==> src/rtl/seg_scan_ctrl_if.sv <==
// Host-side bundle for the scan controller: scan enable, value load request and the
// registered display/scan outputs consumed by the BCD/7-segment decoder.
interface seg_scan_ctrl_if #(
  parameter int unsigned DATA_WIDTH = 32
);
  logic                  enable;
  logic                  load;
  logic [DATA_WIDTH-1:0] load_data;
  logic                  load_hex;

  logic [DATA_WIDTH-1:0] data;
  logic                  isHex;
  logic [2:0]            choice;
  logic [7:0]            an;
  logic                  ack;
  logic                  frame;

  modport master (
    output enable,
    output load,
    output load_data,
    output load_hex,
    input  data,
    input  isHex,
    input  choice,
    input  an,
    input  ack,
    input  frame
  );

  modport slave (
    input  enable,
    input  load,
    input  load_data,
    input  load_hex,
    output data,
    output isHex,
    output choice,
    output an,
    output ack,
    output frame
  );
endinterface

==> src/rtl/seg_scan_ctrl.sv <==
// Multiplexed 7-segment scan controller: steps a digit index every DIV clocks, drives
// active-low digit enables, and swaps in new display values only between frames.
module seg_scan_ctrl #(
  parameter int unsigned DATA_WIDTH = 32,
  parameter int unsigned DIV        = 100000
) (
  input  logic           clk,
  input  logic           rst,
  seg_scan_ctrl_if.slave scan
);

  localparam int unsigned     PreW   = (DIV > 1) ? $clog2(DIV) : 1;
  localparam logic [PreW-1:0] PreMax = PreW'(DIV - 1);

  logic [PreW-1:0]       prescaler_q, prescaler_d;
  logic [2:0]            choice_q, choice_d;
  logic [7:0]            an_q, an_d;
  logic [DATA_WIDTH-1:0] data_q, data_d;
  logic                  is_hex_q, is_hex_d;
  logic                  ack_q, ack_d;
  logic                  frame_q, frame_d;
  logic                  pending_q, pending_d;
  logic [DATA_WIDTH-1:0] shadow_data_q, shadow_data_d;
  logic                  shadow_hex_q, shadow_hex_d;

  logic       tick;
  logic [2:0] last;
  logic       wrap;
  logic       want_apply;
  logic       apply;
  logic       dec_hidden;

  always_comb begin
    tick       = scan.enable && (prescaler_q == PreMax);
    last       = is_hex_q ? 3'd7 : 3'd3;
    wrap       = tick && (choice_q >= last);
    want_apply = pending_q || scan.load;
    // Swap only at a frame boundary, or at once while the display is blanked.
    apply      = want_apply && (wrap || !scan.enable);
    // A disabled-time switch to decimal can leave choice above 3; keep those digits dark.
    dec_hidden = !is_hex_q && choice_q[2];
  end

  // Prescaler and digit index
  always_comb begin
    prescaler_d = prescaler_q;
    choice_d    = choice_q;
    if (scan.enable) begin
      prescaler_d = tick ? '0 : prescaler_q + PreW'(1);
    end
    if (tick) begin
      choice_d = wrap ? 3'd0 : choice_q + 3'd1;
    end
  end

  // Digit enables follow choice by one clock to line up with the decoder's seg register.
  always_comb begin
    an_d = 8'hFF;
    if (scan.enable && !dec_hidden) begin
      an_d = ~(8'b1 << choice_q);
    end
  end

  // Shadow capture and tear-free apply
  always_comb begin
    shadow_data_d = shadow_data_q;
    shadow_hex_d  = shadow_hex_q;
    pending_d     = pending_q;
    data_d        = data_q;
    is_hex_d      = is_hex_q;

    if (scan.load) begin
      shadow_data_d = scan.load_data;
      shadow_hex_d  = scan.load_hex;
      pending_d     = 1'b1;
    end

    if (apply) begin
      data_d    = scan.load ? scan.load_data : shadow_data_q;
      is_hex_d  = scan.load ? scan.load_hex  : shadow_hex_q;
      pending_d = 1'b0;
    end

    ack_d   = apply;
    frame_d = wrap;
  end

  always_ff @(posedge clk or posedge rst) begin
    if (rst) begin
      prescaler_q   <= '0;
      choice_q      <= 3'd0;
      an_q          <= 8'hFF;
      data_q        <= '0;
      is_hex_q      <= 1'b0;
      ack_q         <= 1'b0;
      frame_q       <= 1'b0;
      pending_q     <= 1'b0;
      shadow_data_q <= '0;
      shadow_hex_q  <= 1'b0;
    end else begin
      prescaler_q   <= prescaler_d;
      choice_q      <= choice_d;
      an_q          <= an_d;
      data_q        <= data_d;
      is_hex_q      <= is_hex_d;
      ack_q         <= ack_d;
      frame_q       <= frame_d;
      pending_q     <= pending_d;
      shadow_data_q <= shadow_data_d;
      shadow_hex_q  <= shadow_hex_d;
    end
  end

  assign scan.data   = data_q;
  assign scan.isHex  = is_hex_q;
  assign scan.choice = choice_q;
  assign scan.an     = an_q;
  assign scan.ack    = ack_q;
  assign scan.frame  = frame_q;

endmodule

==> src/flat_wrapper.sv <==
// flat-port wrapper written by rule: the top's interface ports become plain ports
module seg_scan_ctrl_flat 
#(
  parameter int unsigned DATA_WIDTH = 32,
  parameter int unsigned DIV        = 100000
)
  (clk, rst, scan_enable, scan_load, scan_load_data, scan_load_hex, scan_data, scan_isHex, scan_choice, scan_an, scan_ack, scan_frame);
  seg_scan_ctrl_if #(.DATA_WIDTH(DATA_WIDTH)) scan_i ();
  input  logic clk;
  input  logic rst;
  input wire logic [$bits(scan_i.enable)-1:0] scan_enable;
  input wire logic [$bits(scan_i.load)-1:0] scan_load;
  input wire logic [$bits(scan_i.load_data)-1:0] scan_load_data;
  input wire logic [$bits(scan_i.load_hex)-1:0] scan_load_hex;
  output wire logic [$bits(scan_i.data)-1:0] scan_data;
  output wire logic [$bits(scan_i.isHex)-1:0] scan_isHex;
  output wire logic [$bits(scan_i.choice)-1:0] scan_choice;
  output wire logic [$bits(scan_i.an)-1:0] scan_an;
  output wire logic [$bits(scan_i.ack)-1:0] scan_ack;
  output wire logic [$bits(scan_i.frame)-1:0] scan_frame;
  assign scan_i.enable = scan_enable;
  assign scan_i.load = scan_load;
  assign scan_i.load_data = scan_load_data;
  assign scan_i.load_hex = scan_load_hex;
  assign scan_data = scan_i.data;
  assign scan_isHex = scan_i.isHex;
  assign scan_choice = scan_i.choice;
  assign scan_an = scan_i.an;
  assign scan_ack = scan_i.ack;
  assign scan_frame = scan_i.frame;
  seg_scan_ctrl #(.DATA_WIDTH(DATA_WIDTH), .DIV(DIV)) u_core (.clk(clk), .rst(rst), .scan(scan_i));
endmodule
==> config.mk <==
export PLATFORM = sky130hd
export DESIGN_NAME = seg_scan_ctrl_flat
export DESIGN_NICKNAME = d
export VERILOG_FILES = /design/src/rtl/seg_scan_ctrl_if.sv /design/src/rtl/seg_scan_ctrl.sv /design/src/flat_wrapper.sv
export SDC_FILE = /design/constraint.sdc
export NUM_CORES = 1
export LEC_CHECK = 0
export CORE_ASPECT_RATIO = 0.8
export CORE_UTILIZATION = 46
export DETAILED_ROUTE_END_ITERATION = 12
export PLACE_DENSITY = 0.77
export SYNTH_ARGS = -nofsm -noshare
export SYNTH_HDL_FRONTEND = slang
export SYNTH_SLANG_ARGS = --single-unit
export TNS_END_PERCENT = 1
==> constraint.sdc <==
create_clock -name clk -period 2.8 [get_ports clk]
set_input_delay 0.28 -clock clk [delete_from_list [all_inputs] [get_ports clk]]
set_output_delay 0.28 -clock clk [all_outputs]
set_load 0.1 [all_outputs]
# After elaboration in Yosys (flattened, before gate mapping)
# Cells that the tools add are included.
totals:
  register_bits: 97
  input_bits: 37
  out_inout_bits: 46
  word_cells: 35
op_classes:
  add_sub_neg: 2
  magnitude_cmp: 1
  eq_ne: 1
  shift: 1
  muxes: 8
  bitwise: 1
  n_reduce_logical: 11
op_table:
  columns: ["cell", "n"]
  rows:
  - ["$mux W32", 1]
  - ["$add A17 B1 Y17 const B", 1]
  - ["$eq A17 B17 Y1 const B", 1]
  - ["$mux W17", 1]
  - ["$mux W8", 1]
  - ["$not A8 Y8", 1]
  - ["$shl A1 B3 Y8 const A", 1]
  - ["$mux W3", 2]
  - ["$logic_and A1 B1 Y1", 5]
  - ["$add A3 B1 Y3 const B", 1]
  - ["$ge A3 B3 Y1", 1]
  - ["$logic_not A1 Y1", 3]
  - ["$mux W1", 3]
  - ["$logic_or A1 B1 Y1", 2]
  - ["$reduce_bool A2 Y1", 1]

# Depth between registers and ports, before layout
depth:
  word_depth: 6
  mapped_depth: 8
  depth_no_buf: 6

# Worst setup path after synthesis
# OpenSTA, ideal clock, no wires.
synth_timing:
  kind: "register -> register"
  start: "reg u_core.is_hex_q (netlist: u_core.scan.isHex)"
  end: "reg u_core.data_q[10] (netlist: u_core.scan.data[10])"
  setup_time_ns: 0.125
  t_arrival_ns: 2.551
  path_slack_ns: 0.124
  path_stages_with_launch: 9
  n_path_buf: 2
  period_less_slack_ns: 2.676
  path_cell_list: "dfrtp_1 inv_1 ha_1 nand3_1 and2_2 o32a_1 buf_6 buf_12 mux2_4"
synth_between:
  elab_chain_cells: 5
synth_lines:
  columns: ["element", "line", "text"]
  rows:
  - ["start: declaration", "seg_scan_ctrl.sv:19", "logic is_hex_q, is_hex_d;"]
  - ["start signal: assignment", "seg_scan_ctrl.sv:105", "is_hex_q <= is_hex_d;"]
  - ["$mux W3", "seg_scan_ctrl.sv:35", "last = is_hex_q ? 3'd7 : 3'd3;"]
  - ["$ge A3 B3 Y1", "seg_scan_ctrl.sv:36", "wrap = tick && (choice_q >= last);"]
  - ["$logic_and A1 B1 Y1", "seg_scan_ctrl.sv:36", null]
  - ["$logic_or A1 B1 Y1", "seg_scan_ctrl.sv:39", "apply = want_apply && (wrap || !scan.enable);"]
  - ["$logic_and A1 B1 Y1", "seg_scan_ctrl.sv:39", null]
  - ["end signal: assignment", "seg_scan_ctrl.sv:104", "data_q <= data_d;"]
  - ["end: declaration", "seg_scan_ctrl.sv:18", "logic [DATA_WIDTH-1:0] data_q, data_d;"]
# Every way passes these cells.
# A chain may end at the register's enable or synchronous reset.

# Worst setup path after layout
layout_timing:
  start: "reg u_core.prescaler_q[13]"
  end: "reg u_core.data_q[4] (netlist: u_core.scan.data[4])"
layout_between:
  elab_chain_cells: 5
layout_lines:
  columns: ["element", "line", "text"]
  rows:
  - ["start: declaration", "seg_scan_ctrl.sv:15", "logic [PreW-1:0] prescaler_q, prescaler_d;"]
  - ["start signal: assignment", "seg_scan_ctrl.sv:101", "prescaler_q <= prescaler_d;"]
  - ["$eq A17 B17 Y1", "seg_scan_ctrl.sv:34", "tick = scan.enable && (prescaler_q == PreMax);"]
  - ["$logic_and A1 B1 Y1", "seg_scan_ctrl.sv:34", null]
  - ["$logic_and A1 B1 Y1", "seg_scan_ctrl.sv:36", null]
  - ["$logic_or A1 B1 Y1", "seg_scan_ctrl.sv:39", null]
  - ["$logic_and A1 B1 Y1", "seg_scan_ctrl.sv:39", null]
# Every way passes these cells.

==> key figures <==
Clock network
  • Clock insertion delay at the later pin of the skew report: 0.35 ns
  • Setup fix buffers added after clock tree synthesis: 0
  • Number of buffers created by CTS: 9
  • Maximum buffer depth of the clock tree: 2
  • CTS H-tree lvls: 3
  • Total of hold buffers inserted after clock tree synthesis: 0
  • Root cell of the clock tree: sky130_fd_sc_hd__clkbuf_8
  • Clock net sink count: 97
  • Post_cts resized: 0
  • Clock slew at the register clock pins of the worst setup and hold paths: 0.09 ns
  • TritonCTS clock tree: built

Cells and area
  • Most frequent cells in the layout: 89 x sky130_fd_sc_hd__dfrtp_1, 48 x sky130_fd_sc_hd__buf_4, 38 x sky130_fd_sc_hd__mux2_2
  • Final net count: 415
  • Diodes inserted: 0
  • Core utilization of the finished layout: 59.9%
  • Count of filler cells inserted in the layout: 687
  • Most common cell after layout, fill and taps aside: sky130_fd_sc_hd__dfrtp_1
  • Area added between synthesis and finish: 25.1%
  • Fraction of final layout cells sized beyond drive strength 1: 40.0%
  • Post-route cell area: 5130 um2

Die
  • Die outline width: 108 um
  • Chip Height: 86.4 um
  • Total I/O pin count: 83
  • Number of cell rows: 30
  • Die Area: 9300 um2
  • Core area: 8560 um2
  • Initial Utilization: 47.9%

Timing
  • Setup repair after global routing missed its margin: false
  • Setup ws final: 0.311 ns
  • Final max-slew violation count: 0
  • Final Critical Period: 2.49 ns
  • Max Fclk: 402 MHz
  • Total of endpoints with negative setup slack in the final report: 0
  • Worst hold slack across all endpoints: 0.287 ns
  • Skew final: 0.00423 ns
  • Final total negative setup slack: 0 ns
  • Final Hold Violating Endpoints: 0
  • Period utilisation layout: 88.9%
  • Actual slew at the worst max-slew pin: 0.628 ns
  • Worst rel slew slack: 58.0%

Yosys
  • Total of flip-flops plus latches after synthesis: 97
  • Mapped Nets: 328
  • Sequential cell area fraction in the yosys report: 59.4%
  • Post-synth cell types: 38
  • Synthesized area per cell: 14.5 um2
  • Synthesized netlist cell count: 283
  • Cell Area, Synth: 4100 um2
  • Total of warnings raised by yosys: 0

Power
  • Leakage power figure: 2.33 nW
  • Switching power total: 0.00155 W
  • Sequential cell fraction of total power: 41.5%
  • Internal power: 0.00263 W
  • Worst ir drop on vdd: 528 uV
  • Clk pwr share: 26.3%
  • Part of the total power dissipated in combinational logic: 32.2%
  • Switching part of the total power: 37.1%
  • Power Density: 814 nW/um2

Detailed routing
  • Via-per-instance ratio: 5.00
  • Number of design rule violations left after detail routing: 0
  • Antenna-violating nets left: 0
  • Mean routed wirelength per cell: 14.8 um
  • Total wire length: 7.22 mm
  • Drt pass-1 iters: 4
  • Total number of vias: 2434
  • Violation count after the first detailed-routing iteration: 122

Worst hold path
  • Type of the worst min-delay path: primary input to async pin

Global route
  • Total routing usage reported by global routing: 16.9%
  • Via count of the first global-routing pass: 2495
  • Maximum number of pins on one net before global-route repair: 77
  • Wire length of the first global-routing pass: 12.1 mm
  • Number of antenna violations at the first check in global routing: 0
  • Overflow after GRT: 0

Outcome
  • Status: completed

Setup path
  • Start-to-end type of the worst setup path: flip-flop to flip-flop
  • Arrival @ worst endpoint: 2.73 ns
  • Endpoint type of the worst setup path: flip-flop
  • Startpoint class of the critical path: flip-flop
  • Flop-to-flop setup slack: 0.31 ns
  • Data required time of the worst path: 3.04 ns
  • Highest fanout seen on the critical path: 24

Placement
  • Final RePlAce weighted congestion: 0.798
  • Estimated wirelength of the detail-placed design: 4.91 mm
  • Post-detailed-placement cell area: 4880 um2
  • Number of buffers inserted by port buffering: 82
  • Pre-CTS setup slack: 0.301 ns

Job
  • Max Cap Violations: 0
-- metrics by stage --
step | total power [W] | std cells
floorplan | 0.00281 | 283
global placement | 0.00308 | 471
detailed placement | 0.00311 | 471
CTS | 0.00422 | 487
global route | 0.00435 | 487
finish | 0.00417 | 487
-- path summary, 6_finish.rpt --
path,start,end,cells after the start
max reg2reg,u_core.prescaler_q[13],u_core.scan.data[4],5
min in group clk,u_core.shadow_data_q[2],u_core.shadow_data_q[2],1
min reg2reg,u_core.shadow_data_q[2],u_core.shadow_data_q[2],1
max in group asynchronous,rst,u_core.prescaler_q[13],3
max,u_core.prescaler_q[13],u_core.scan.data[4],5
min,rst,u_core.shadow_data_q[10],2
-- flip-flops by register name, summed over array words and instances, names as in the netlist --
| name | count |
|---|---|
| u_core.pending_q | 1 |
| u_core.scan.isHex | 1 |
| u_core.scan.an | 8 |
| u_core.scan.frame | 1 |
| u_core.scan.data | 32 |
| u_core.prescaler_q | 17 |
| u_core.shadow_hex_q | 1 |
| u_core.shadow_data_q | 32 |
| u_core.scan.ack | 1 |
| u_core.scan.choice | 3 |
-- per-layer routing --
| layer | part of all wire [%] | GRT usage [%] | vias up |
|---|---|---|---|
| met1 | 47 | 23.1 | 1207 |
| met3 | 6.8 | 6.24 | 5 |
| met4 | 0.94 | 4.48 | 0 |
| li1 | - | - | 1147 |
| met5 | 0 | 0 | - |
| met2 | 45 | 25.6 | 75 |
-- cells by family after synthesis --
group / Yosys count / share of synthesized area [%]
simple gates: 62 / 8.09
fa+ha+maj: 8 / 2.44
compound gates: 16 / 2.29
flops: 97 / 59.4
buf+inv: 20 / 3.91
mux: 67 / 21.1
xor+xnor: 13 / 2.78
-- area by class of cell --
cell class | instances | area (um2) | area share (%)
Sequential cell | 97 | 2440 | 47.5
Multi-Input combinational cell | 166 | 1500 | 29.3
Timing Repair Buffer | 86 | 756 | 14.7
Tap cell | 112 | 140 | 2.73
Clock buffer | 10 | 138 | 2.68
Clock inverter | 6 | 113 | 2.20
Inverter | 10 | 41.3 | 0.805
-- synth_stat cells --
cell type | number | area (um2)
sky130_fd_sc_hd__xor2_1 | 2 | 17.5
sky130_fd_sc_hd__inv_1 | 10 | 37.5
sky130_fd_sc_hd__or2_2 | 1 | 6.26
sky130_fd_sc_hd__xnor2_1 | 11 | 96.3
sky130_fd_sc_hd__and2_2 | 2 | 15.0
sky130_fd_sc_hd__clkbuf_8 | 2 | 27.5
sky130_fd_sc_hd__and4bb_2 | 1 | 12.5
sky130_fd_sc_hd__a21oi_1 | 3 | 15.0
sky130_fd_sc_hd__nand2_1 | 15 | 56.3
sky130_fd_sc_hd__nor4b_1 | 1 | 8.76
sky130_fd_sc_hd__or4_1 | 1 | 7.51
sky130_fd_sc_hd__ha_1 | 8 | 100
sky130_fd_sc_hd__dfrtp_1 | 89 | 2230
sky130_fd_sc_hd__or2_0 | 1 | 6.26
sky130_fd_sc_hd__mux2_4 | 29 | 435
sky130_fd_sc_hd__buf_2 | 1 | 5.00
sky130_fd_sc_hd__buf_12 | 3 | 60.1
sky130_fd_sc_hd__buf_6 | 2 | 22.5
sky130_fd_sc_hd__nor2b_1 | 5 | 31.3
sky130_fd_sc_hd__nor3_1 | 2 | 10.0
sky130_fd_sc_hd__mux2_2 | 38 | 428
sky130_fd_sc_hd__nand4_1 | 3 | 18.8
sky130_fd_sc_hd__nand3_1 | 11 | 55.1
sky130_fd_sc_hd__dfstp_2 | 8 | 210
sky130_fd_sc_hd__a31oi_1 | 1 | 6.26
sky130_fd_sc_hd__and2_1 | 1 | 6.26
sky130_fd_sc_hd__or4b_1 | 1 | 10.0
sky130_fd_sc_hd__o2bb2ai_1 | 1 | 8.76
sky130_fd_sc_hd__or3_1 | 1 | 6.26
sky130_fd_sc_hd__o22ai_1 | 1 | 6.26
sky130_fd_sc_hd__and3_2 | 2 | 15.0
sky130_fd_sc_hd__o32a_1 | 1 | 10.0
sky130_fd_sc_hd__nor4_1 | 3 | 18.8
sky130_fd_sc_hd__o21ai_0 | 8 | 40.0
sky130_fd_sc_hd__clkbuf_1 | 2 | 7.51
sky130_fd_sc_hd__nor4bb_1 | 1 | 10.0
sky130_fd_sc_hd__nor2_1 | 10 | 37.5
sky130_fd_sc_hd__o31ai_1 | 1 | 7.51
-- critical path, stage by stage (launching register included) --
cell and delay [ns]:
sky130_fd_sc_hd__dfrtp_1 0.41, sky130_fd_sc_hd__or4b_1 0.65, sky130_fd_sc_hd__or2_0 0.27, sky130_fd_sc_hd__o32a_2 0.49, sky130_fd_sc_hd__buf_12 0.24, sky130_fd_sc_hd__mux2_4 0.30
-- power by group through the flow --
| stage | Sequential, W | Clock (W) | Combinational (W) |
|---|---|---|---|
| 2_1_floorplan | 0.00243 | 0 | 0.000373 |
| 3_3_place_gp | 0.00175 | 0 | 0.00133 |
| 3_5_place_dp | 0.00175 | 0 | 0.00136 |
| 4_1_cts | 0.00173 | 0.00113 | 0.00135 |
| 5_1_grt | 0.00175 | 0.00120 | 0.00140 |
| 6_report | 0.00173 | 0.00110 | 0.00134 |
Note: power is estimated with default switching activity, not from simulation.
